===== src/rtl/pc_16_if.sv =====
// pc_16_if: instruction-fetch PC bus (jump/call target, control strobes, PC and stack status).
interface pc_16_if;
   localparam int unsigned W = 16;

   logic [W-1:0] in;
   logic         load;
   logic         inc;
   logic         call;
   logic         ret;
   logic [W-1:0] out;
   logic         stack_full;
   logic         stack_empty;
   logic         stack_err;

   modport master (
      output in, load, inc, call, ret,
      input  out, stack_full, stack_empty, stack_err
   );

   modport slave (
      input  in, load, inc, call, ret,
      output out, stack_full, stack_empty, stack_err
   );
endinterface


===== src/rtl/pc_16.sv =====
// pc_16: 16-bit program counter with load/increment/hold and an optional
// hardware return-address stack enabled by defining RET_STACK_EN.
// Priority per cycle: load > call > ret > inc > hold.
module pc_16 #(
   parameter logic [15:0]  RESET_ADDR = 16'h0000,
   parameter int unsigned  DEPTH      = 4
) (
   input  logic   clk,
   input  logic   rst,
   pc_16_if.slave bus
);

   localparam int unsigned W = 16;

   logic [W-1:0] pc_q;
   logic [W-1:0] pc_inc;

   // Modular increment; FFFF rolls over to 0000 silently.
   assign pc_inc  = pc_q + W'(1);
   assign bus.out = pc_q;

`ifdef RET_STACK_EN
   localparam int unsigned IW  = $clog2(DEPTH);
   localparam int unsigned SPW = IW + 1;

   logic [W-1:0]   stack_q [DEPTH];
   logic [SPW-1:0] sp_q;
   logic           err_q;
   logic           full;
   logic           empty;
   logic [IW-1:0]  push_idx;
   logic [IW-1:0]  pop_idx;
   logic           do_push;

   // Status flags decoded from the registered stack pointer.
   assign full     = (sp_q == SPW'(DEPTH));
   assign empty    = (sp_q == '0);
   assign push_idx = IW'(sp_q);
   assign pop_idx  = IW'(sp_q - SPW'(1));
   assign do_push  = !bus.load && bus.call && !full;

   assign bus.stack_full  = full;
   assign bus.stack_empty = empty;
   assign bus.stack_err   = err_q;

   // PC, stack pointer and sticky error update with load > call > ret > inc priority.
   always_ff @(posedge clk or posedge rst) begin
      if (rst) begin
         pc_q  <= RESET_ADDR;
         sp_q  <= '0;
         err_q <= 1'b0;
      end else if (bus.load) begin
         pc_q <= bus.in;
      end else if (bus.call) begin
         if (!full) begin
            sp_q <= sp_q + SPW'(1);
            pc_q <= bus.in;
         end else begin
            err_q <= 1'b1;
         end
      end else if (bus.ret) begin
         if (!empty) begin
            sp_q <= sp_q - SPW'(1);
            pc_q <= stack_q[pop_idx];
         end else begin
            err_q <= 1'b1;
         end
      end else if (bus.inc) begin
         pc_q <= pc_inc;
      end
   end

   // Return-address storage; deliberately not reset, entries above sp are dead.
   always_ff @(posedge clk) begin
      if (!rst && do_push) begin
         stack_q[push_idx] <= pc_inc;
      end
   end
`else
   logic unused_stack_ctl;

   // Without the stack, call/ret have no effect.
   assign unused_stack_ctl = &{1'b0, bus.call, bus.ret};

   assign bus.stack_full  = 1'b0;
   assign bus.stack_empty = 1'b1;
   assign bus.stack_err   = 1'b0;

   // PC update with load > inc > hold priority.
   always_ff @(posedge clk or posedge rst) begin
      if (rst) begin
         pc_q <= RESET_ADDR;
      end else if (bus.load) begin
         pc_q <= bus.in;
      end else if (bus.inc) begin
         pc_q <= pc_inc;
      end
   end
`endif

endmodule


===== src/flat_wrapper.sv =====
// flat-port wrapper written by rule: the top's interface ports become plain ports
module pc_16_flat 
#(
   parameter logic [15:0]  RESET_ADDR = 16'h0000,
   parameter int unsigned  DEPTH      = 4
)
  (clk, rst, bus_in, bus_load, bus_inc, bus_call, bus_ret, bus_out, bus_stack_full, bus_stack_empty, bus_stack_err);
  pc_16_if bus_i ();
  input  logic clk;
  input  logic rst;
  input wire logic [$bits(bus_i.in)-1:0] bus_in;
  input wire logic [$bits(bus_i.load)-1:0] bus_load;
  input wire logic [$bits(bus_i.inc)-1:0] bus_inc;
  input wire logic [$bits(bus_i.call)-1:0] bus_call;
  input wire logic [$bits(bus_i.ret)-1:0] bus_ret;
  output wire logic [$bits(bus_i.out)-1:0] bus_out;
  output wire logic [$bits(bus_i.stack_full)-1:0] bus_stack_full;
  output wire logic [$bits(bus_i.stack_empty)-1:0] bus_stack_empty;
  output wire logic [$bits(bus_i.stack_err)-1:0] bus_stack_err;
  assign bus_i.in = bus_in;
  assign bus_i.load = bus_load;
  assign bus_i.inc = bus_inc;
  assign bus_i.call = bus_call;
  assign bus_i.ret = bus_ret;
  assign bus_out = bus_i.out;
  assign bus_stack_full = bus_i.stack_full;
  assign bus_stack_empty = bus_i.stack_empty;
  assign bus_stack_err = bus_i.stack_err;
  pc_16 #(.RESET_ADDR(RESET_ADDR), .DEPTH(DEPTH)) u_core (.clk(clk), .rst(rst), .bus(bus_i));
endmodule

===== config.mk =====
export PLATFORM = sky130hd
export DESIGN_NAME = pc_16_flat
export DESIGN_NICKNAME = d
export VERILOG_FILES = /design/src/rtl/pc_16_if.sv /design/src/rtl/pc_16.sv /design/src/flat_wrapper.sv
export SDC_FILE = /design/constraint.sdc
export NUM_CORES = 1
export LEC_CHECK = 0
export ABC_AREA = 1
export CAP_MARGIN = 15
export CORE_MARGIN = 4
export CORE_UTILIZATION = 39
export DETAILED_ROUTE_END_ITERATION = 10
export GPL_TIMING_DRIVEN = 0
export PLACE_DENSITY = 0.81
export SYNTH_ARGS = -nofsm -noshare
export SYNTH_HDL_FRONTEND = slang
export SYNTH_SLANG_ARGS = --single-unit
export TNS_END_PERCENT = 100

===== constraint.sdc =====
create_clock -name clk -period 1.2 [get_ports clk]
set_input_delay 0.12 -clock clk [delete_from_list [all_inputs] [get_ports clk]]
set_output_delay 0.12 -clock clk [all_outputs]
set_load 0.03 [all_outputs]

==> flow_metrics.py <==
metrics = {
    "routing": {
        "firstDrtPassIters": 4,
        "wl_per_cell_um": 13.74,
        "viasPerCell": 5.077,
        "route.detailed.drc": 0,
        "ant_nets": 0,
        "drtIter0Drc": 37,
        "num_vias": 1127,
        "routed_wl_um": 3051,
    },
    "critical_path": {
        "cp_data_required_time_ns": 1.39,
        "startpoint_type": "flip-flop",
        "max_stage_delay_ns": 0.44,
        "cp-end-kind": "flip-flop",
        "path_cells": "ha_4 -> nand3_4 -> nor2_2 -> nand4_1 -> nand3_1 -> nand2_1",
        "cp_max_fo": 5,
        "worstSetupPathType": "flip-flop to flip-flop",
        "cp_slowest_cell": "dfrtp_2",
        "cp.arrival_ns": 1.40,
    },
    "die": {
        "die_y_um": 60.68,
        "start_util_pct": 42.15,
        "io_pins": 41,
        "dieWidth_um": 60.68,
        "core-area_um2": 2567,
        "die_area_um2": 3682,
        "num_rows": 18,
    },
    "yosys": {
        "async_flop_share_pct": 100.0,
        "yosys_warnings": 0,
        "synth-edff-count": 0,
        "synth_xor_area_share_pct": 5.665,
        "synth-adder-area-share_pct": 1.156,
        "synth_area_leader_cell": "dfrtp_1",
        "ys_types": 24,
        "synth.area.mux_share_pct": 0,
        "synth_area_leaders": "dfrtp_1 (37%), nand2_1 (11%), a22oi_1 (9.0%), nand3_1 (5.5%), nand2_2 (4.0%)",
        "ys_seq_area_share_pct": 36.99,
        "syn_area_um2": 1082,
        "synth_top_area_share_pct": 36.99,
        "post_synth_and_or_nand_nor_area_fraction_pct": 32.37,
        "synth_compound_area_share_pct": 14.91,
        "synth_top_family_by_area": "simple AND/OR/NAND/NOR gates",
        "ys_ff_latch": 16,
        "synthFlopType": "dfrtp_1",
        "postSynthCellCount": 140,
        "syn_area_per_cell_um2": 7.731,
        "synth_commonest_cells": "nand2_1 (32), dfrtp_1 (16), a22oi_1 (13)",
        "yosysMostFrequentCell": "nand2_1",
    },
    "global_route": {
        "grt_pass1_vias": 1081,
        "grt_overflow": 0,
        "grt_max_degree": 17,
        "gr-usage-all-layers_pct": 16.78,
        "antenna_found_initial": 0,
        "grt_pass1_wl_um": 4788,
    },
    "outcome": {
        "violations": "setup timing",
        "status": "complete, but fails checks",
    },
    "power_and_ir_drop": {
        "p_leak_nw": 0.7281,
        "fin_total_pwr_mw": 1.716,
        "powerDensity_nw_per_um2": 1037,
        "irDropWorstVdd_mv": 0.6796,
    },
    "sta": {
        "period_needed_ns": 1.215,
        "fin_ws_ns": -0.01550,
        "rsz0062_at_grt": "true",
        "finalSetupViolCount": 2,
        "relSlewSlack_pct": 56.81,
        "slew_violations": 0,
        "final-hold-violation-count": 0,
        "period_share_pct": 101.3,
        "worst_pin_slew_ns": 0.6472,
        "skew_ns": 0.001179,
        "worst_hold_slack_ns": 0.1686,
        "fmax_mhz": 822.7,
    },
    "finish": {
        "layout-drive-gt1-share_pct": 40.10,
        "area_growth_syn_to_layout_pct": 52.95,
        "nets": 216,
        "design_area_um2": 1655,
        "num_antenna_cells": 0,
        "largest_reg_flops": 16,
    },
    "run": {
        "cap_viol_max_count": 0,
    },
    "clock_network": {
        "cts_buffers": 3,
        "htreeDepth": 1,
        "max-clock-path-buffers": 2,
        "cts_root_buf": "clkbuf_4",
        "clkLatencyLatePin_ns": 0.29,
        "clk_pin_slew_worst_paths_ns": 0.11,
        "cts.sinks": 16,
        "cts_tree": "yes",
    },
    "place": {
        "placed_area_um2": 1505,
        "gp_congestion": 0.8963,
        "port_buffers": 34,
        "dpl.hpwl_um": 2128,
        "pre_cts_ws_ns": -0.1204,
    },
    "min_path": {
        "hold_path.class": "input pin to flip-flop",
    },
}
==> final timing paths <==
check	slack, ns	cells past startpoint	start	endpoint
min	0.17	3	bus_load	u_core.bus.out[3]
min in group asynchronous	0.20	2	rst	u_core.bus.out[10]
max	-0.02	6	u_core.bus.out[1]	u_core.bus.out[14]
max in group asynchronous	0.54	2	rst	u_core.bus.out[3]
min reg2reg	0.57	2	u_core.bus.out[15]	u_core.bus.out[15]
max reg2reg	-0.02	6	u_core.bus.out[1]	u_core.bus.out[14]
==> what timing repair did <==
item | CTS | global route
hold buffers | 0 | 0
buffers inserted | 4 | 9
setup endpoints to repair | 21 | 21
gates cloned | 0 | 0
hold endpoints to repair | 0 | 0
gates resized for setup | 47 | 21
pin swaps | 2 | 4
==> metrics by stage <==
stage / setup TNS, ns / utilization, % / instances
after floorplan: -0.1795 / - / 141
after global placement: -0.9662 / 58.63 / 205
after detailed placement: -1.294 / 58.63 / 205
after CTS: -0.03346 / 61.94 / 213
after global routing: -0.5769 / 64.47 / 222
final: -0.02190 / 64.47 / 222
==> placed cells by master (no fill, tap or decap), types with 3 or more instances in the layout <==
| cell | n |
|---|---|
| conb_1 | 3 |
| buf_2 | 6 |
| clkdlybuf4s50_1 | 18 |
| a22oi_1 | 13 |
| o21bai_1 | 3 |
| nor2_4 | 3 |
| inv_1 | 9 |
| dfrtp_1 | 3 |
| buf_4 | 17 |
| xor2_1 | 3 |
| nand2_1 | 30 |
| xnor2_1 | 4 |
| nor2_2 | 6 |
| nand4_1 | 3 |
| nor2_1 | 7 |
| o21ai_1 | 3 |
| nand2_2 | 7 |
| dfrtp_2 | 13 |
| clkdlybuf4s15_2 | 10 |
| nand3_1 | 12 |
| inv_2 | 3 |
| clkbuf_4 | 3 |
==> layer usage <==
metal	global-route usage [%]	share of wire (%)	vias up
li1	-	-	559
met2	29.92	51	32
met3	2.553	6.3	0
met4	3.406	0	0
met1	21.44	43	536
met5	0	0	-
==> power breakdown <==
part	internal (mW)	switching (mW)	total, mW	leakage [nW]
Sequential	0.607	0.108	0.714	0.179
Combinational	0.285	0.337	0.623	0.528
Clock	0.185	0.194	0.379	0.0210
==> critical path: cells and delay by family (launching register included) <==
| family | cells | cell delay (ns) |
|---|---|---|
| and+or+nand+nor | 5 | 0.50 |
| DFF | 1 | 0.44 |
| adders and majority gates | 1 | 0.17 |
==> cell families (layout without fill, tap and decap cells) <==
group / after synthesis / after routing
XOR/XNOR: 7 / 7
AO/OA/AOI/OAI: 23 / 23
other: 2 / 3
adder cells (fa/ha/maj): 1 / 1
AND/OR/NAND/NOR: 72 / 72
flip-flops: 16 / 16
buffers and inverters: 19 / 70
==> final cells by class <==
class	instances	area, um2
clock buffers	4	36.28
inverters	13	48.80
plain buffers	6	40.04
repair buffers	47	426.7
well taps	30	37.54
flip-flops and latches	16	416.7
multi-input cells	106	649.4
fillers	242	912.1
Note: power is estimated with default switching activity, not from simulation.
